**config.mk**
```make
export PLATFORM = sky130hd
export DESIGN_NAME = fp_mul_arbiter
export DESIGN_NICKNAME = d
export VERILOG_FILES = /design/src/rtl/fp_mul_arbiter.sv
export SDC_FILE = /design/constraint.sdc
export NUM_CORES = 1
export LEC_CHECK = 0
export BUFFER_PORTS_ARGS = -buffer_cell sky130_fd_sc_hd__buf_2
export CAP_MARGIN = 0
export CORE_AREA = 5 5 155 157
export CTS_CLUSTER_DIAMETER = 50
export DETAILED_ROUTE_END_ITERATION = 12
export DIE_AREA = 0 0 160 162
export MAX_ROUTING_LAYER = met4
export PLACE_DENSITY = 0.63
export SETUP_SLACK_MARGIN = 0.02
export SLEW_MARGIN = 15
export SYNTH_ARGS = -nofsm -noshare
export SYNTH_HDL_FRONTEND = slang
export SYNTH_SLANG_ARGS = --single-unit
```
**constraint.sdc**
```tcl
create_clock -name clk -period 8.5 [get_ports clk]
set_input_delay 1.7 -clock clk [delete_from_list [all_inputs] [get_ports clk]]
set_output_delay 1.7 -clock clk [all_outputs]
set_load 0.01 [all_outputs]
```
**src/rtl/fp_mul_arbiter.sv**
```systemverilog
// fp_mul_arbiter: round-robin sharing of one pipelined fp_mul
// between NUM_REQ requesters, with a latency-matched id tag pipe.
module fp_mul_arbiter #(
  parameter int DATA_W  = 32,
  parameter int NUM_REQ = 4,
  parameter int ID_W    = 2,
  parameter int MUL_LAT = 4
) (
  input  logic                      clk,
  input  logic                      rst,
  input  logic                      en,
  input  logic [NUM_REQ-1:0]        req_valid,
  output logic [NUM_REQ-1:0]        req_ready,
  input  logic [NUM_REQ*DATA_W-1:0] req_a,
  input  logic [NUM_REQ*DATA_W-1:0] req_b,
  output logic [DATA_W-1:0]         mul_a,
  output logic [DATA_W-1:0]         mul_b,
  input  logic [DATA_W-1:0]         mul_res,
  output logic [NUM_REQ-1:0]        rsp_valid,
  output logic [DATA_W-1:0]         rsp_data,
  output logic [ID_W-1:0]           rsp_id,
  output logic                      busy
);

  localparam logic [ID_W-1:0] LAST = ID_W'(NUM_REQ-1);

  logic [ID_W-1:0]            rr_ptr;
  logic [ID_W-1:0]            win;
  logic                       hit;
  logic [NUM_REQ-1:0]         gnt;
  logic [MUL_LAT:0]           tag_v;
  logic [MUL_LAT:0][ID_W-1:0] tag_id;
  logic [DATA_W-1:0]          sel_a;
  logic [DATA_W-1:0]          sel_b;

  // search starts one past the last winner and wraps
  always_comb begin
    int              idx;
    logic [ID_W-1:0] iw;
    gnt = '0;
    win = '0;
    hit = 1'b0;
    idx = 0;
    iw  = '0;
    for (int k = 1; k <= NUM_REQ; k++) begin
      idx = int'(rr_ptr) + k;
      if (idx >= NUM_REQ) idx = idx - NUM_REQ;
      iw = ID_W'(idx);
      if (!hit && en && rst && req_valid[iw]) begin
        hit     = 1'b1;
        win     = iw;
        gnt[iw] = 1'b1;
      end
    end
  end

  assign req_ready = gnt;
  assign sel_a     = req_a[win*DATA_W +: DATA_W];
  assign sel_b     = req_b[win*DATA_W +: DATA_W];
  assign busy      = (|tag_v) | (|rsp_valid);

  always_ff @(posedge clk or negedge rst) begin
    if (!rst) begin
      rr_ptr    <= LAST;
      mul_a     <= '0;
      mul_b     <= '0;
      tag_v     <= '0;
      tag_id    <= '0;
      rsp_valid <= '0;
      rsp_data  <= '0;
      rsp_id    <= '0;
    end else begin
      if (hit) rr_ptr <= win;
      mul_a  <= hit ? sel_a : '0;
      mul_b  <= hit ? sel_b : '0;
      tag_v  <= {tag_v[MUL_LAT-1:0], hit};
      tag_id <= {tag_id[MUL_LAT-1:0], win};
      // last tag stage is aligned with mul_res
      if (tag_v[MUL_LAT]) begin
        rsp_valid <= NUM_REQ'(1) << tag_id[MUL_LAT];
        rsp_data  <= mul_res;
        rsp_id    <= tag_id[MUL_LAT];
      end else begin
        rsp_valid <= '0;
      end
    end
  end

endmodule

```
==> impl_metrics.py <==
metrics = {
    "power_and_ir_drop": {
        "p_int_mw": 1.59,
        "pwr-share-comb_pct": 34.0,
        "p_total_mw": 2.38,
        "p_leak_nw": 5.26,
        "swShare_pct": 33.1,
        "power.density_nw_per_um2": 267,
        "sequentialPowerShare_pct": 31.6,
        "clkPwrFrac_pct": 34.3,
        "net-switching-power_mw": 0.786,
        "ir_worst_vdd_mv": 0.108,
    },
    "clock_tree": {
        "path_clk_slew_ns": 0.06,
        "htree_num_levels": 4,
        "cts_buffers": 17,
        "root_buffer": "clkbuf_16",
        "postCtsSetupBuffers": 0,
        "clockBufferDepth": 2,
        "cts_hold_buf": 0,
        "ctsResizeCount": 0,
        "insertion_delay_ns": 0.41,
        "tritoncts": "yes",
        "clock-sinks": 119,
    },
    "routing": {
        "wirelength_um": 21800,
        "drc_errors": 0,
        "drt_iter0_markers": 161,
        "firstDrtPassIters": 5,
        "antenna_left": 0,
        "viasPerCell": 4.61,
        "avgRoutedWirePerCell_um": 19.1,
        "num_vias": 5273,
    },
    "setup_path": {
        "path_max_fanout": 17,
        "reg2reg_slack_ns": 4.21,
        "worstPathArrival_ns": 4.03,
        "crit_slowest_cell": "a2111oi_0",
        "end_kind": "output port",
        "worstSetupPathType": "reg -> out",
        "worstPathCellList": "inv_1 > ha_1 > mux2_2 > or2_2 > a2111oi_0 > a222oi_1 > nand2_1 > buf_2",
        "worst_ep_required_time_ns": 6.80,
        "cp_slowest_stage_delay_ns": 0.93,
        "cp-start-kind": "flop",
    },
    "floorplanning": {
        "initial_core_util_pct": 27.1,
        "core_area_um2": 22400,
        "fp.dieW_um": 160,
        "die-area_um2": 25900,
        "rows": 55,
        "die_h_um": 162,
        "ios": 402,
    },
    "synth": {
        "avgSynthCellArea_um2": 13.3,
        "synth_edf_count": 0,
        "yosysTopAreaCellShare_pct": 48.3,
        "syn-instance-count": 454,
        "ys_types": 37,
        "yosys-top-cells-area": "dfrtp_1 48%, mux2i_1 22%, mux2_2 6.5%",
        "synth_top_cell_by_area": "dfrtp_1",
        "ys_warn_count": 0,
        "synth_ff_type": "dfrtp_1",
        "async_flop_share_pct": 100,
        "netlist_top_cells_count": "132 x mux2i_1, 117 x dfrtp_1, 35 x mux2_2",
        "netlist_area_um2": 6060,
        "yosysMostFrequentCell": "mux2i_1",
        "ys_ff_latch": 119,
        "yosysSeqAreaShare_pct": 49.2,
        "synth_fp_nets": 757,
    },
    "sta": {
        "fmax_ghz": 0.175,
        "hold_viol_final": 0,
        "period_needed_ns": 5.73,
        "rsz0062_at_grt": "false",
        "finClkSkew_ns": 0.0104,
        "setup_viol": 0,
        "slew-limit-headroom_pct": 24.8,
        "fin_setup_tns_ns": 0,
        "finalMaxSlewViolations": 0,
        "fin_crit_sh_pct": 67.4,
        "tightestPinTransition_ns": 1.10,
        "whs_ns": 0.345,
    },
    "final_layout": {
        "num-fill-cells": 2208,
        "nets": 1147,
        "drive_gt1_share_pct": 60.3,
        "syn2layout_area_growth_pct": 47.2,
        "final_cell_area_um2": 8920,
        "fin_util_pct": 39.9,
    },
    "run_status": {
        "status": "finished, final reports clean",
    },
    "global_route": {
        "grt_pass1_vias": 5664,
        "antenna_found_initial": 2,
        "grt_max_degree": 65,
        "grt_util_all_layers_pct": 16.7,
        "grt-ovfl-total": 0,
        "grt_first_pass_wirelength_um": 32500,
    },
    "job": {
        "cap_viol_max_count": 0,
    },
    "placed_design": {
        "portBuffers": 401,
        "dp_hpwl_um": 16800,
        "post_dp_cell_area_um2": 8250,
        "gp_congestion": 0.882,
    },
    "hold_path": {
        "hold_path_class": "reg -> reg",
    },
}
## critical path: cells and delay by family (launching register included)
| family | cells | cell delay, ns |
|---|---|---|
| flip-flops | 1 | 0.74 |
| multiplexers | 1 | 0.39 |
| buffers and inverters | 2 | 0.34 |
| AO/OA/AOI/OAI | 2 | 1.22 |
| adder cells (fa/ha/maj) | 1 | 0.50 |
| AND/OR/NAND/NOR | 2 | 0.43 |
## layout make-up
| class | instances | area [um2] | area share (%) |
|---|---|---|---|
| Antenna cell | 2 | 5.00 | 0.0561 |
| Clock buffer | 17 | 425 | 4.77 |
| Clock inverter | 15 | 238 | 2.67 |
| Inverter | 8 | 30.0 | 0.337 |
| Multi-Input combinational cell | 291 | 2830 | 31.7 |
| Sequential cell | 119 | 2980 | 33.4 |
| Tap cell | 285 | 357 | 4.00 |
| Timing Repair Buffer | 407 | 2050 | 23.0 |
## final timing paths
path	from	endpoint	depth (start not counted)
max in group asynchronous	rst	mul_b[30]$_DFF_PN0_	2
worst max register to register	rr_ptr[0]$_DFFE_PN1P_	mul_b[7]$_DFF_PN0_	8
worst max-delay path	rr_ptr[0]$_DFFE_PN1P_	req_ready[3]	8
worst min register to register	tag_id[6]$_DFF_PN0_	tag_id[8]$_DFF_PN0_	0
min in group asynchronous	rst	rsp_data[11]$_DFFE_PN0P_	1
worst min-delay path	tag_id[6]$_DFF_PN0_	tag_id[8]$_DFF_PN0_	0
## power by group through the flow
stage                     combinational (mW)  clock, mW  sequential [mW]
after floorplan                        0.493          0            0.799
final                                  0.808      0.816            0.752
after global routing                   0.874      0.866            0.767
after detailed placement               0.819          0            0.761
after CTS                              0.820      0.843            0.753
after global placement                 0.809          0            0.759
## cells in the final DEF, fill, tap and decap left out, drive strengths merged, types with 2 or more instances in the layout
| cell | instances |
|---|---|
| buf | 407 |
| nand2b | 2 |
| dfrtp | 117 |
| mux4 | 3 |
| clkinv | 3 |
| clkbuf | 17 |
| dfstp | 2 |
| mux2i | 132 |
| nor2b | 3 |
| ha | 8 |
| a222oi | 4 |
| inv | 15 |
| and3b | 2 |
| nand2 | 11 |
| a2111oi | 2 |
| mux2 | 35 |
| diode | 2 |
| bufinv | 5 |
| o22ai | 64 |
| nor4 | 2 |
| or2 | 2 |
| nor2 | 4 |
| a211oi | 3 |
| o21ai | 4 |
## metal layers
layer / global-route usage (%) / wire, um / part of all wire, % / up-vias
li1: - / - / - / 2496
met1: 20.0 / 9020 / 41 / 2493
met2: 27.4 / 10900 / 50 / 274
met3: 5.28 / 1770 / 8.1 / 10
met4: 4.22 / 163 / 0.75 / 0
met5: - / 0 / 0 / -
## flip-flops by register name (all words and copies together) (netlist names)
name       count
mul_a         32
mul_b         32
rr_ptr         2
rsp_data      32
rsp_id         2
rsp_valid      4
tag_id        10
tag_v          5
## stage by stage
step,worst slack [ns],cells
3_3_place_gp,3.16,1110
6_report,2.77,1144
2_1_floorplan,3.50,454
3_5_place_dp,2.99,1110
4_1_cts,2.87,1142
5_1_grt,2.63,1144
## cells by family (layout without fill, tap and decap cells)
| logic type | count (synthesis) | in the layout | share of synthesized area (%) |
|---|---|---|---|
| and+or+nand+nor | 31 | 31 | 2.77 |
| adders and majority gates | 8 | 8 | 1.65 |
| AOI/OAI and AO/OA | 82 | 82 | 12.5 |
| buffers and inverters | 44 | 447 | 4.50 |
| other | 0 | 2 | 0 |
| DFF | 119 | 119 | 49.2 |
| muxes | 170 | 170 | 29.4 |
No activity file was read; power rests on OpenSTA's default activity.
